<file path="config.mk">
export PLATFORM = sky130hd
export DESIGN_NAME = pipe_ctrl
export DESIGN_NICKNAME = d
export VERILOG_FILES = /design/src/rtl/pipe_ctrl_pkg.sv /design/src/rtl/pipe_ctrl_multi_cycle_timer.sv /design/src/rtl/pipe_ctrl.sv
export SDC_FILE = /design/constraint.sdc
export NUM_CORES = 1
export LEC_CHECK = 0
export BUFFER_PORTS_ARGS = -buffer_cell sky130_fd_sc_hd__buf_4
export CAP_MARGIN = 40
export CORE_MARGIN = 5
export CORE_UTILIZATION = 33
export CTS_CLUSTER_DIAMETER = 60
export CTS_CLUSTER_SIZE = 24
export DETAILED_ROUTE_END_ITERATION = 7
export PLACE_DENSITY = 0.76
export SLEW_MARGIN = 20
export SYNTH_ARGS = -nofsm -noshare
export SYNTH_HDL_FRONTEND = slang
export SYNTH_SLANG_ARGS = --single-unit
</file>
<file path="constraint.sdc">
create_clock -name clk -period 2.3 [get_ports clk]
set_input_delay 0.46 -clock clk [delete_from_list [all_inputs] [get_ports clk]]
set_output_delay 0.46 -clock clk [all_outputs]
set_load 0.02 [all_outputs]
</file>
<file path="src/rtl/pipe_ctrl_pkg.sv">
// pipe_ctrl_pkg: shared definitions for the pipeline controller.
//   - stall vector width and the named stall patterns (none, ID, EX)
//   - controller state encodings
//   - instruction address width, enable/disable levels, zero word
package pipe_ctrl_pkg;

  localparam int STALL_W     = 6;
  localparam int INST_ADDR_W = 32;  // InstAddrBus width
  localparam int CYC_W       = 6;   // width of the multi-cycle occupancy count

  // Stall vectors are prefix-contiguous: bit0 = PC ... bit5 = WB.
  localparam logic [STALL_W-1:0] STALL_NONE = 6'b000000;
  localparam logic [STALL_W-1:0] STALL_ID   = 6'b000111;  // hold PC/IF/ID, bubble into EX
  localparam logic [STALL_W-1:0] STALL_EX   = 6'b001111;  // hold PC/IF/ID/EX

  localparam logic                   ENABLE    = 1'b1;
  localparam logic                   DISABLE   = 1'b0;
  localparam logic [INST_ADDR_W-1:0] ZERO_WORD = 32'h0000_0000;

  typedef enum logic [1:0] {
    ST_IDLE  = 2'd0,
    ST_MULTI = 2'd1,
    ST_FLUSH = 2'd2
  } ctrl_state_t;

endpackage

</file>
<file path="src/rtl/pipe_ctrl_multi_cycle_timer.sv">
// multi_cycle_timer: down-counter tracking the remaining EX occupancy of a
// multi-cycle operation.
// Ports:
//   clk, rst        : clock, synchronous active-high reset
//   i_load          : load counter with i_cycles - 1 (start cycle)
//   i_cycles        : total occupancy N of the starting operation
//   i_dec           : decrement by one (each MULTI cycle)
//   i_clear         : clear counter (flush abort)
//   o_last          : counter is 1, i.e. this is the final occupancy cycle
module multi_cycle_timer
  import pipe_ctrl_pkg::*;
(
  input  logic             clk,
  input  logic             rst,
  input  logic             i_load,
  input  logic [CYC_W-1:0] i_cycles,
  input  logic             i_dec,
  input  logic             i_clear,
  output logic             o_last
);

  logic [CYC_W-1:0] r_cnt;

  // The start cycle itself counts as one cycle of occupancy, hence N-1.
  always_ff @(posedge clk) begin
    if (rst || i_clear) begin
      r_cnt <= '0;
    end else if (i_load) begin
      r_cnt <= i_cycles - CYC_W'(1);
    end else if (i_dec && (r_cnt != '0)) begin
      r_cnt <= r_cnt - CYC_W'(1);
    end
  end

  assign o_last = (r_cnt == CYC_W'(1));

endmodule

</file>
<file path="src/rtl/pipe_ctrl.sv">
// pipe_ctrl: pipeline hazard/flush controller.
// Resolves per-cycle priority flush > multi-cycle op > EX stall > ID stall
// and produces the per-stage hold vector, flush strobe and redirect PC.
// Ports:
//   clk, rst          : clock, synchronous active-high reset
//   stallreq_id_i     : ID-stage stall request
//   stallreq_ex_i     : EX-stage single-cycle stall request
//   multi_start_i     : EX starts a multi-cycle operation
//   multi_cycles_i    : occupancy N of that operation
//   flush_req_i       : exception/redirect flush request
//   flush_pc_i        : redirect target
//   stall_o           : per-stage hold, bit0 = PC ... bit5 = WB
//   flush_o           : clear all pipeline registers this cycle
//   new_pc_o          : PC load value, zero unless flush_o
//   busy_o            : multi-cycle operation in progress
//   multi_done_o      : pulse on the final cycle of a multi-cycle operation
//   stall_cnt_o       : count of cycles with the PC held (only with
//                       PIPE_CTRL_STALL_STAT_EN defined)
module pipe_ctrl
  import pipe_ctrl_pkg::*;
(
  input  logic                   clk,
  input  logic                   rst,
  input  logic                   stallreq_id_i,
  input  logic                   stallreq_ex_i,
  input  logic                   multi_start_i,
  input  logic [CYC_W-1:0]       multi_cycles_i,
  input  logic                   flush_req_i,
  input  logic [INST_ADDR_W-1:0] flush_pc_i,
  output logic [STALL_W-1:0]     stall_o,
  output logic                   flush_o,
  output logic [INST_ADDR_W-1:0] new_pc_o,
  output logic                   busy_o,
  output logic                   multi_done_o
`ifdef PIPE_CTRL_STALL_STAT_EN
  ,
  output logic [31:0]            stall_cnt_o
`endif
);

  ctrl_state_t            r_state;
  ctrl_state_t            w_next_state;
  logic [STALL_W-1:0]     w_stall;
  logic                   w_flush;
  logic [INST_ADDR_W-1:0] w_new_pc;
  logic                   w_busy;
  logic                   w_done;
  logic                   w_load;
  logic                   w_dec;
  logic                   w_clear;
  logic                   w_last;
  logic                   w_long_op;

  // N of 0 or 1 completes in the start cycle and never enters MULTI.
  assign w_long_op = multi_start_i && (multi_cycles_i >= CYC_W'(2));

  multi_cycle_timer u_timer (
    .clk      (clk),
    .rst      (rst),
    .i_load   (w_load),
    .i_cycles (multi_cycles_i),
    .i_dec    (w_dec),
    .i_clear  (w_clear),
    .o_last   (w_last)
  );

  always_comb begin
    w_next_state = r_state;
    w_stall      = STALL_NONE;
    w_flush      = DISABLE;
    w_new_pc     = ZERO_WORD;
    w_busy       = (r_state == ST_MULTI);
    w_done       = DISABLE;
    w_load       = DISABLE;
    w_dec        = DISABLE;
    w_clear      = DISABLE;
    if (flush_req_i) begin
      // Flush wins in every state and aborts any multi-cycle op silently.
      w_flush      = ENABLE;
      w_new_pc     = flush_pc_i;
      w_clear      = ENABLE;
      w_next_state = ST_FLUSH;
    end else begin
      case (r_state)
        ST_IDLE: begin
          if (w_long_op) begin
            w_stall      = STALL_EX;
            w_load       = ENABLE;
            w_next_state = ST_MULTI;
          end else if (multi_start_i) begin
            w_done = ENABLE;
          end else if (stallreq_ex_i) begin
            w_stall = STALL_EX;
          end else if (stallreq_id_i) begin
            w_stall = STALL_ID;
          end
        end
        ST_MULTI: begin
          w_dec = ENABLE;
          if (w_last) begin
            // Final cycle: EX result is ready, release the front end.
            w_done       = ENABLE;
            w_next_state = ST_IDLE;
          end else begin
            w_stall = STALL_EX;
          end
        end
        ST_FLUSH: begin
          w_next_state = ST_IDLE;
        end
        default: begin
          w_next_state = ST_IDLE;
        end
      endcase
    end
  end

  always_ff @(posedge clk) begin
    if (rst) begin
      r_state <= ST_IDLE;
    end else begin
      r_state <= w_next_state;
    end
  end

  // Reset masks every output regardless of what the inputs request.
  assign stall_o      = rst ? STALL_NONE : w_stall;
  assign flush_o      = rst ? DISABLE    : w_flush;
  assign new_pc_o     = rst ? ZERO_WORD  : w_new_pc;
  assign busy_o       = rst ? DISABLE    : w_busy;
  assign multi_done_o = rst ? DISABLE    : w_done;

`ifdef PIPE_CTRL_STALL_STAT_EN
  logic [31:0] r_stall_cnt;

  // Counts PC-hold cycles; wraps naturally and survives flushes.
  always_ff @(posedge clk) begin
    if (rst) begin
      r_stall_cnt <= '0;
    end else if (stall_o[0]) begin
      r_stall_cnt <= r_stall_cnt + 32'd1;
    end
  end

  assign stall_cnt_o = r_stall_cnt;
`endif

endmodule

</file>
==> Word level (Yosys, flattened, before mapping) <==
Index checks and enable logic that the tools add are counted.
{ "word_totals": {"regBits": 8, "input_bits": 44, "output_inout_bits": 41, "word_cells": 51} }
{ "op_classes": {"add_sub_neg": 2, "magnitude_cmp": 1, "n_eq_ne": 6, "n_mux": 30, "reduce_logical": 9} }
{ "ops": {"columns": ["operator", "count"], "rows": [
  ["$mux 32", 2],
  ["$mux 4", 5],
  ["$mux 6", 3],
  ["$mux 1", 13],
  ["$sub 6x1->6 const B", 2],
  ["$pmux 4 s2", 1],
  ["$eq 6x1->1 const B", 1],
  ["$ge 6x2->1 const B", 1],
  ["$mux 2", 3],
  ["$reduce_bool 6->1", 1],
  ["$pmux 2 s2", 1],
  ["$reduce_and 2->1", 2],
  ["$mux 3", 1],
  ["$ne 3x2->1 const B", 1],
  ["$ne 3x3->1 const B", 1],
  ["$eq 2x1->1 const B", 1],
  ["$logic_and 1x1->1", 2],
  ["$logic_not 2->1", 1],
  ["$ne 2x1->1 const B", 1],
  ["$ne 2x2->1 const B", 1],
  ["$pmux 1 s2", 1],
  ["$reduce_bool 2->1", 1],
  ["$reduce_or 2->1", 1],
  ["$logic_or 1x1->1", 1]
]} }

==> Depth between registers and ports, before layout <==
Gate-level depths: netlist of the first run.
{ "logic_depth": {"depth_word": 7, "mapped_depth": 7} }

==> By module <==
From an unflattened synthesis of the first run, not the netlist that was laid out.
{ "hier_totals": {"hier_cells": 120, "hier_area_um2": 888.4} }
{ "by_module_without_submodules": {"columns": ["mod", "instances", "cells_each", "area_per_inst_um2", "seq_area_each_um2"], "rows": [
  ["multi_cycle_timer", 1, 56, 466.7, 120.1],
  ["pipe_ctrl", 1, 64, 421.7, 40.0]
]} }

==> Worst setup path before layout of the first run <==
No wires, ideal clock.
{ "synth_timing": {"path_type": "input-to-output", "from": "input port multi_cycles_i[4]", "to": "output port stall_o[1]", "arrival_time_ps": 2187, "required_ps": 1840, "setup_slack_ps": -347, "cell_stages": 6, "cell_sequence": "or4_4 or4b_1 and2_2 o31ai_1 a21oi_1 buf_4"} }
{ "synth_via": {"elab_chain_len": 6} }
{ "synth_rtl": {"columns": ["item", "line_no", "source"], "rows": [
  ["start: declaration", "pipe_ctrl.sv:27", "input logic [CYC_W-1:0] multi_cycles_i,"],
  ["$ge 6x2->1", "pipe_ctrl.sv:55", "assign w_long_op = multi_start_i && (multi_cycles_i >= CYC_W'(2));"],
  ["$logic_and 1x1->1", "pipe_ctrl.sv:55", null],
  ["$mux 4", "pipe_ctrl.sv:86", "if (w_long_op) begin"],
  ["$pmux 4 s2", "pipe_ctrl.sv:84", "case (r_state)"],
  ["$mux 4", "pipe_ctrl.sv:77", "if (flush_req_i) begin"],
  ["$mux 6", "pipe_ctrl.sv:127", "assign stall_o = rst ? STALL_NONE : w_stall;"],
  ["end: declaration", "pipe_ctrl.sv:30", "output logic [STALL_W-1:0] stall_o,"]
]} }
Every way passes these cells.

==> Worst setup path after layout of the first run <==
{ "layout_timing": {"from": "input port multi_cycles_i[1]", "to": "output port multi_done_o"} }
{ "layout_via": {"elab_chain_len": 6} }
{ "layout_rtl": {"columns": ["item", "line_no", "source"], "rows": [
  ["$ge 6x2->1", "pipe_ctrl.sv:55", null],
  ["$logic_and 1x1->1", "pipe_ctrl.sv:55", null],
  ["$mux 1", "pipe_ctrl.sv:86", null],
  ["$pmux 1 s2", "pipe_ctrl.sv:84", null],
  ["$mux 1", "pipe_ctrl.sv:77", null],
  ["$mux 1", "pipe_ctrl.sv:131", "assign multi_done_o = rst ? DISABLE : w_done;"],
  ["end: declaration", "pipe_ctrl.sv:34", "output logic multi_done_o"]
]} }
Every way passes these cells.

==> results of run 1 <==
## metal layers
layer	part of all wire	global-route usage
met1	0.34	0.174
met2	0.60	0.334
met3	0.043	0.0432
met4	0.0076	0.0159
met5	0	0
## cells in the mapped netlist
cell type / instances
mux2i_1: 4
nor3b_1: 1
a21oi_1: 4
buf_4: 4
a211oi_2: 1
or4b_1: 1
o21ai_0: 3
dfxtp_1: 8
conb_1: 1
nor3_1: 3
a222oi_1: 1
ha_1: 4
nor2_1: 8
and2_2: 1
inv_1: 6
a21o_1: 1
a32o_1: 4
xor2_1: 1
o31ai_1: 1
or2_2: 1
and2_1: 33
nand3b_1: 1
o311ai_4: 1
nor3_2: 1
nor2_2: 1
xnor2_1: 3
nand2b_1: 2
o41ai_1: 1
nand2_1: 5
or4_4: 1
or3_1: 1
a22o_1: 1
clkbuf_1: 5
nor2b_1: 4
mux2_2: 1
## state kept, by name, summed over array words and instances, names as in the netlist
register       flops
r_state            2
u_timer.r_cnt      6
## power by group
group / internal, uW / total (uW) / switching, uW
logic: 138 / 261 / 123
registers: 144 / 150 / 5.77
clock network: 59.7 / 107 / 47.0
total: 342 / 518 / 176
## cell type report
class	instances	area, um^2
inverters	6	22.5
multi-input cells	97	728
well taps	31	38.8
fillers	250	1010
flip-flops and latches	8	160
repair buffers	90	702
clock buffers	3	22.5
## placed cells by master, fill, tap and decap left out, types with 2 or more instances in the layout
cell      synthesis  routed
a21oi_1           4       2
a32o_1            4       4
and2_1           33      33
buf_4             4      83
buf_6             0       7
clkbuf_4          0       3
conb_1            1       2
dfxtp_1           8       8
ha_1              4       4
inv_1             6       6
mux2i_1           4       4
nand2_1           5       5
nand2b_1          2       2
nor2_1            8       8
nor2b_1           4       4
nor3_1            3       3
o21ai_0           3       2
xnor2_1           3       3
## logic make-up after synthesis
kind of cell / Yosys count / share of synthesized area
fa+ha+maj: 4 / 0.0551
buf+inv: 15 / 0.0785
other cells: 1 / 0.00413
compound gates: 18 / 0.172
mux: 5 / 0.0565
simple gates: 64 / 0.419
flops: 8 / 0.176
xor+xnor: 4 / 0.0386
## worst max-delay path: stages
cell    delay [ns]
buf_6         0.09
or4_4         0.52
or4b_4        0.53
mux2_4        0.29
nor3_4        0.12
buf_6         0.14
## metrics by stage
| step | area (um^2) | util | worst slack (ns) | instances | hold slack [ns] |
|---|---|---|---|---|---|
| 2_1_floorplan | 960 | - | -0.210 | 120 | 0.494 |
| 3_3_place_gp | 1620 | 0.602 | -0.367 | 232 | 0.515 |
| 3_5_place_dp | 1620 | 0.602 | -0.371 | 232 | 0.541 |
| 4_1_cts | 1670 | 0.622 | -0.316 | 235 | 0.392 |
| 5_1_grt | 1670 | 0.623 | -0.366 | 235 | 0.398 |
| 6_report | 1670 | 0.623 | -0.311 | 235 | 0.396 |
## what timing repair did
item	CTS	global route
gates resized for setup	8	1
setup endpoints to repair	5	5
pin swaps	3	2
## path summary, 6_finish.rpt
kind | to | slack (ns)
max reg2reg | u_timer.r_cnt[5] | 0.44
min reg2reg | u_timer.r_cnt[0] | 0.55
max | multi_done_o | -0.31
min | r_state[1] | 0.40
==> out/qor.yml, run 1 <==
synthesis:
  yosysTopAreaCell: "and2_1"
  syn_avg_cell_area_um2: 7.63
  synth_cell_types: 35
  syn_area_um2: 908
  synth_top_area_share: 0.227
  syn_inst: 119
  ys_ff_latch: 8
  ys_seq_area_frac: 0.176
  synth_area_leaders: "and2_1, dfxtp_1, ha_1"
  yosys_warnings: 0
worst_setup_path:
  r2r_cells: 7
  cp_data_required_time_ns: 1.84
  path_max_fanout: 2
  rr_startpoint: "u_timer.r_cnt[0]"
  worstPathArrival_ns: 2.15
  cp-start-kind: "input port"
  startpoint: "multi_cycles_i[1]"
  end_kind: "output port"
  worst-setup-path-type: "input port to output port"
hold_path:
  holdPathStages: 2
  hold_start: "rst"
  hold_path.class: "input port to register"
pwr:
  leakagePower_uw: 0.000821
  p_per_area_mw_per_mm2: 309
  power_uw: 518
  ir_drop_mv: 0.283
routing:
  viasPerCell: 4.74
  routed_wl_mm: 3.28
  drt_iter0_drc: 54
  ant_nets: 0
  drc_errors: 0
  num_vias: 1113
  dr.pass1.iters: 4
  wl_per_cell_um: 14.0
sta:
  fin_setup_tns_ns: -1.20
  post-route-min-period_ns: 2.61
  drv_slew: 0
  final_hold_viol_count: 0
  relSlewSlack: 0.647
  finalSetupViolations: 5
  setup_slack_ns: -0.311
  finalCritPeriodShare: 1.14
  rsz0062_at_grt: "true"
  fin_worst_skew_ns: 0.00288
  tightest_slew_ns: 0.522
  fmax_mhz: 383
clocking:
  clockBufferDepth: 2
  cts_sinks: 8
  clk_latency_ns: 0.25
  cts_buffers: 3
  clkTransAtPathRegs_ns: 0.05
  cts-htree-levels: 1
  cts-root-buf: "clkbuf_4"
  holdBufCountCts: 0
  cts_tree: "yes"
  post_cts_buffers: 0
global_route:
  grt_pass1_vias: 1150
  grt_pass1_wl_mm: 5.44
  antenna_found_initial: 0
  grt_max_degree: 34
  track_usage: 0.166
  grt-ovfl-total: 0
placed_design:
  portBuffers: 82
  finalWeightedCongestion: 0.792
  hpwl_mm: 2.90
run_status:
  failed_checks: "negative setup slack"
  status: "finished, violations left"
flow_run:
  maxCapViolCount: 0
die:
  num_io_pins: 85
  die_w_um: 62.5
  core.rowCount: 19
  die_area_mm2: 0.00390
  start_util: 0.338
  die_y_um: 62.5
  core_mm2: 0.00269
finish:
  area_growth_pct: 84.3
  drive_gt1_frac: 0.520
  num_antenna_cells: 0
  finalNetCount: 254
(Power assumes the default switching activity.)
==> run 2: changes to the inputs <==
--- a/config.mk
+++ b/config.mk
@@ -12,7 +12,7 @@
 export CTS_CLUSTER_DIAMETER = 60
 export CTS_CLUSTER_SIZE = 24
 export DETAILED_ROUTE_END_ITERATION = 7
-export PLACE_DENSITY = 0.76
+export PLACE_DENSITY = 0.86
 export SLEW_MARGIN = 20
 export SYNTH_ARGS = -nofsm -noshare
 export SYNTH_HDL_FRONTEND = slang
==> run 2 against run 1 <==
Effect of this change:
- the flow still finishes with violations (negative setup slack)
- cell count grew 0.85%
- critical path depth stayed put
- sequential power about the same
- critical endpoint unchanged
- sequential share of layout area decreased by 0.064 points
- die area unchanged
==> out/qor.yml, run 2 (same netlist as run 1, synthesis figures left out) <==
run_status:
  status: "finished, violations left"
  failed_checks: "negative setup slack"
worst_setup_path:
  cp-start-kind: "input port"
  cp_num_buf_inv: 2  # unchanged
  cp_data_required_time_ns: 1.84  # about the same
  rr_startpoint: "u_timer.r_cnt[0]"
  critPathMostFrequentCell: "buf_6"
  end_kind: "output port"
  r2r-end: "u_timer.r_cnt[0]"
  r2r_cells: 7  # unchanged
  worst-setup-path-type: "input port to output port"
  cp_slowest_cell: "or4_4"
  r2r_setup_slack_ns: 0.43  # about the same
  cp_top_family: "simple AND/OR/NAND/NOR gates"
  path_max_fanout: 2  # unchanged
  critPathMaxStageDelay_ns: 0.53  # about the same
  worstPathArrival_ns: 2.17  # +0.02 ns
  cp_cell_sequence: "buf_6, or4_4, or4b_4, mux2_4, nor3_4, buf_6"
finish:
  area_growth_pct: 85.5
  regMostFlops: "u_timer.r_cnt"
  finalNetCount: 256  # +0.79%
  fin_util: 0.627  # +0.00419
  drive_gt1_frac: 0.524  # +0.00466
  num_antenna_cells: 0  # unchanged
  reg_top3: "u_timer.r_cnt: 6 flops, r_state: 2 flops"
  final_cell_mix: "buf_4, and2_1, nor2_1, dfxtp_1"
  largest_register_ffs: 6  # unchanged
  layout_commonest_cell: "buf_4"
routing:
  dr.pass1.iters: 4  # unchanged
  num_vias: 1130  # +1.5%
  wl_per_cell_um: 12.7  # -8.8%
  viasPerCell: 4.77  # +0.67%
  ant_nets: 0  # unchanged
  drc_errors: 0  # unchanged
  routed_wl_mm: 3.02  # -8.0%
  drt_iter0_drc: 52  # -3.7%
clocking:
  cts-htree-levels: 1  # unchanged
  holdBufCountCts: 0  # unchanged
  cts_sinks: 8  # unchanged
  clkTransAtPathRegs_ns: 0.06  # about the same
  cts_buffers: 3  # unchanged
  cts-root-buf: "clkbuf_4"
  cts_tree: "yes"
  clk_latency_ns: 0.26  # about the same
  clockBufferDepth: 2  # unchanged
global_route:
  grtUsageMet2: 0.267  # -0.0674
  grt-ovfl-total: 0  # unchanged
  grt_pass1_vias: 1092  # -5.0%
  met1_usage: 0.163  # -0.0106
  grt_max_degree: 34  # unchanged
  track_usage: 0.151  # -0.0151
  grt_pass1_wl_mm: 4.93  # -9.4%
  met3_usage: 0.0701  # +0.0270
  busiest_layer: "met2"
  antenna_found_initial: 0  # unchanged
flow_run:
  maxCapViolCount: 0  # unchanged
hold_path:
  min_to: "r_state[1]"
  holdPathStages: 2  # unchanged
  hold_start: "rst"
  hold_path.class: "input port to register"
pwr:
  p_per_area_mw_per_mm2: 307  # -0.75%
  leakagePower_uw: 0.000829  # +1.0%
  ir_drop_mv: 0.243  # -14%
  power_uw: 517  # about the same
placed_design:
  finalWeightedCongestion: 0.863  # +8.9%
  hpwl_mm: 2.60  # -10%
  portBuffers: 82  # unchanged
sta:
  relSlewSlack: 0.642  # -0.00523
  fin_worst_skew_ns: 0.00949  # +0.00662 ns
  finalSetupViolations: 5  # unchanged
  fmax_mhz: 381  # -0.63%
  finalCritPeriodShare: 1.14  # +0.00714
  rsz0062_at_grt: "true"
  drv_slew: 0  # unchanged
  post-route-min-period_ns: 2.63  # +0.0164 ns
  tightest_slew_ns: 0.530  # +0.00775 ns
  setup_slack_ns: -0.327  # -0.0164 ns
  final_hold_viol_count: 0  # unchanged
die:
  die_area_mm2: 0.00390  # unchanged
  die_w_um: 62.5  # unchanged
  start_util: 0.338  # unchanged
  num_io_pins: 85  # unchanged
  core_mm2: 0.00269  # unchanged
  core.rowCount: 19  # unchanged
  die_y_um: 62.5  # unchanged
==> run 2: cell count changes in the layout (fill, tap and decap cells not counted), sizes merged <==
cell	change
buf	+2
==> run 2: layer usage <==
layer	vias to the layer above	wire, um	part of all wire
li1	569	-	-
met1	497	1130	0.37
met2	58	1530	0.51
met3	6	325	0.11
met4	0	34	0.011
met5	-	0	0
==> run 2: worst max path at each step <==
stage          depth (start not counted)               from           end
2_1_floorplan                          4  multi_cycles_i[1]  multi_done_o
3_3_place_gp                           6  multi_cycles_i[1]  multi_done_o
3_5_place_dp                           6  multi_cycles_i[1]  multi_done_o
4_1_cts                                6  multi_cycles_i[1]  multi_done_o
5_1_grt                                6  multi_cycles_i[1]  multi_done_o
6_report                               6  multi_cycles_i[1]  multi_done_o
==> run 2: worst reg2reg max path, delay by kind of cell, from the launching register on <==
kind	cells	cell delay, ns
AOI/OAI and AO/OA	3	0.88
adders and majority gates	1	0.18
buffers and inverters	1	0.09
DFF	1	0.33
and+or+nand+nor	2	0.31
==> run 2: per-stage QoR <==
stage               std cells  TNS [ns]  cell area, um^2  hold WS (ns)  setup slack (ns)
detailed placement        234     -1.62             1630         0.526            -0.401
global placement          234     -1.61             1630         0.525            -0.381
floorplan                 120    -0.740              960         0.494            -0.210
finish                    237     -1.24             1690         0.389            -0.327
CTS                       237     -1.29             1690         0.385            -0.337
global route              237     -1.37             1690         0.382            -0.349
==> run 2: final cells by class <==
class / count / area (um^2)
repair buffers: 92 / 713
fillers: 231 / 1000
well taps: 31 / 38.8
multi-input cells: 97 / 728
clock buffers: 3 / 22.5
flip-flops and latches: 8 / 160
inverters: 6 / 22.5
==> run 2: timing repair <==
action / CTS / global route
setup endpoints to repair: 5 / 5
buffers inserted: 0 / 0
pin swaps: 2 / 1
resized for setup: 8 / 0
==> run 2: report_power, final <==
part           switching, uW  internal [uW]
Sequential              5.68            144
Clock                   48.1           59.7
Combinational            120            140
Total                    174            343
==> run 3: changes to the inputs <==
--- a/config.mk
+++ b/config.mk
@@ -8,11 +8,12 @@
 export BUFFER_PORTS_ARGS = -buffer_cell sky130_fd_sc_hd__buf_4
 export CAP_MARGIN = 40
 export CORE_MARGIN = 5
-export CORE_UTILIZATION = 33
+export CORE_UTILIZATION = 34
+export CTS_BUF_LIST = sky130_fd_sc_hd__clkbuf_8
 export CTS_CLUSTER_DIAMETER = 60
 export CTS_CLUSTER_SIZE = 24
 export DETAILED_ROUTE_END_ITERATION = 7
-export PLACE_DENSITY = 0.86
+export PLACE_DENSITY = 0.78
 export SLEW_MARGIN = 20
 export SYNTH_ARGS = -nofsm -noshare
 export SYNTH_HDL_FRONTEND = slang
==> run 3 against run 2 <==
Effect of this change:
- the run still ends with negative setup slack left
- critical path type unchanged
- clock-buffer cell count stayed put
- highest routed layer is now met3
- final area is 0.37% higher
- power is 11% higher
- maximum frequency is 0.57% higher
- non-clock buffer count is 2 lower
- sequential power hardly changed
- wire length is 12% higher
- via count is 0.62% lower
- clock power is 51% higher
- clock skew is 0.0084 ns lower
- sequential share of layout area hardly changed
==> out/qor.yml, run 3 (same netlist as run 1, synthesis figures left out) <==
finish:
  reg_top3: "u_timer.r_cnt: 6 flops, r_state: 2 flops"
  register_area_um2: 160  # unchanged
  drive_gt1_frac: 0.520  # -0.00466
  finalNetCount: 254  # -0.78%
  regMostFlops: "u_timer.r_cnt"
  fin_util: 0.671  # +0.0432
  area_growth_pct: 86.2
  num_antenna_cells: 0  # unchanged
  layout_commonest_cell: "buf_4"
  multi_input_comb_area_um2: 728  # unchanged
  final_cell_mix: "buf_4, and2_1, nor2_1, dfxtp_1, buf_6"
  stdcell_count: 234  # -1.3%
  largest_register_ffs: 6  # unchanged
  nFillCells: 216  # -6.5%
sta:
  finalCritPeriodShare: 1.14  # -0.00653
  rsz0062_at_grt: "true"
  final_hold_viol_count: 0  # unchanged
  tightest_slew_ns: 0.522  # -0.00779 ns
  fin_worst_skew_ns: 0.00108  # -0.00841 ns
  setup_slack_ns: -0.312  # +0.0150 ns
  drv_slew: 0  # unchanged
  relSlewSlack: 0.647  # +0.00526
  finalSetupViolations: 5  # unchanged
  post-route-min-period_ns: 2.61  # -0.0150 ns
  fmax_mhz: 383  # +0.57%
routing:
  ant_nets: 0  # unchanged
  wl_per_cell_um: 14.4  # +13%
  drc_errors: 0  # unchanged
  dr.pass1.iters: 6  # +2
  num_vias: 1123  # -0.62%
  viasPerCell: 4.80  # +0.65%
  drt_iter0_drc: 48  # -7.7%
  routed_wl_mm: 3.38  # +12%
worst_setup_path:
  worst-setup-path-type: "input port to output port"
  critPathMaxStageDelay_ns: 0.53  # about the same
  cp-start-kind: "input port"
  r2r_setup_slack_ns: 0.39  # -0.04 ns
  critPathMostFrequentCell: "buf_6"
  cp_slowest_cell: "or4b_4"
  worstPathArrival_ns: 2.15  # -0.02 ns
  rr_startpoint: "u_timer.r_cnt[0]"
  startpoint: "multi_cycles_i[1]"
  path_max_fanout: 2  # unchanged
  end_kind: "output port"
  cp_cell_sequence: "buf_6, or4_4, or4b_4, mux2_4, nor3_4, buf_6"
  cp_data_required_time_ns: 1.84  # about the same
die:
  num_io_pins: 85  # unchanged
  core_mm2: 0.00252  # -6.1%
  start_util: 0.360  # +0.0220
  die_area_mm2: 0.00381  # -2.5%
  die_w_um: 61.7  # -1.2%
  die_y_um: 61.7  # -1.2%
  core.rowCount: 18  # -1
clocking:
  cts-htree-levels: 1  # unchanged
  clk_latency_ns: 0.22  # -0.04 ns
  post_cts_buffers: 0  # unchanged
  clkTransAtPathRegs_ns: 0.04  # -0.02 ns
  holdBufCountCts: 0  # unchanged
  cts_sinks: 8  # unchanged
  cts_buffers: 3  # unchanged
  cts-root-buf: "clkbuf_8"
  cts_tree: "yes"
  clockBufferDepth: 2  # unchanged
run_status:
  failed_checks: "negative setup slack"
  status: "finished, violations left"
pwr:
  power_uw: 576  # +11%
  ir_drop_mv: 0.395  # +63%
  p_per_area_mw_per_mm2: 340  # +11%
  leakagePower_uw: 0.000829  # about the same
placed_design:
  finalWeightedCongestion: 0.830  # -3.8%
  hpwl_mm: 2.91  # +12%
  portBuffers: 82  # unchanged
  dp_slack_ns: -0.376  # +0.0256 ns
  dp_cells: 231  # -1.3%
global_route:
  grt_pass1_wl_mm: 4.61  # -6.4%
  grt_pass1_vias: 1069  # -2.1%
  antenna_found_initial: 0  # unchanged
  grt-ovfl-total: 0  # unchanged
  grt_max_degree: 34  # unchanged
  track_usage: 0.160  # +0.00909
hold_path:
  hold_start: "rst"
  hold_path.class: "input port to register"
flow_run:
  maxCapViolCount: 0  # unchanged
[run 3: final cells by class]
class                           instances  share of cell area
Sequential cell                         8              0.0947
Inverter                                6              0.0133
Clock buffer                            3              0.0244
Multi-Input combinational cell         97               0.430
Timing Repair Buffer                   90               0.415
Tap cell                               30              0.0222
[run 3: stage by stage]
stage	instance area, um^2	hold WS [ns]	setup TNS [ns]
after floorplan	960	0.494	-0.740
after global placement	1620	0.511	-1.46
after detailed placement	1620	0.541	-1.62
after CTS	1690	0.431	-1.28
after global routing	1690	0.434	-1.43
final	1690	0.432	-1.24
[run 3: path summary, 6_finish.rpt]
check	to	cells past startpoint
setup / recovery	multi_done_o	6
hold / removal	r_state[1]	2
setup reg to reg	u_timer.r_cnt[5]	7
hold reg to reg	u_timer.r_cnt[0]	2
[run 3: metal layers]
layer | vias to the layer above | global-route usage | routed length [um] | part of all wire
met5 | - | 0 | 0 | 0
met4 | 0 | 0.0152 | 0 | 0
met3 | 0 | 0.0517 | 358 | 0.11
met2 | 47 | 0.324 | 1980 | 0.59
met1 | 508 | 0.162 | 1040 | 0.31
li1 | 568 | - | - | -
[run 3: timing repair]
| item | CTS | global route |
|---|---|---|
| setup endpoints to repair | 5 | 5 |
| pin swaps | 2 | 1 |
| gates resized for setup | 8 | 1 |
[run 3: power breakdown]
part	total (uW)	switching, uW	internal [uW]
Combinational	262	124	138
Clock	163	50.3	113
Sequential	151	5.85	145
[run 3: worst max-delay path: cells and delay by family]
kind / cells / cell delay, ns
simple gates: 3 / 1.17
mux: 1 / 0.29
buf+inv: 2 / 0.23
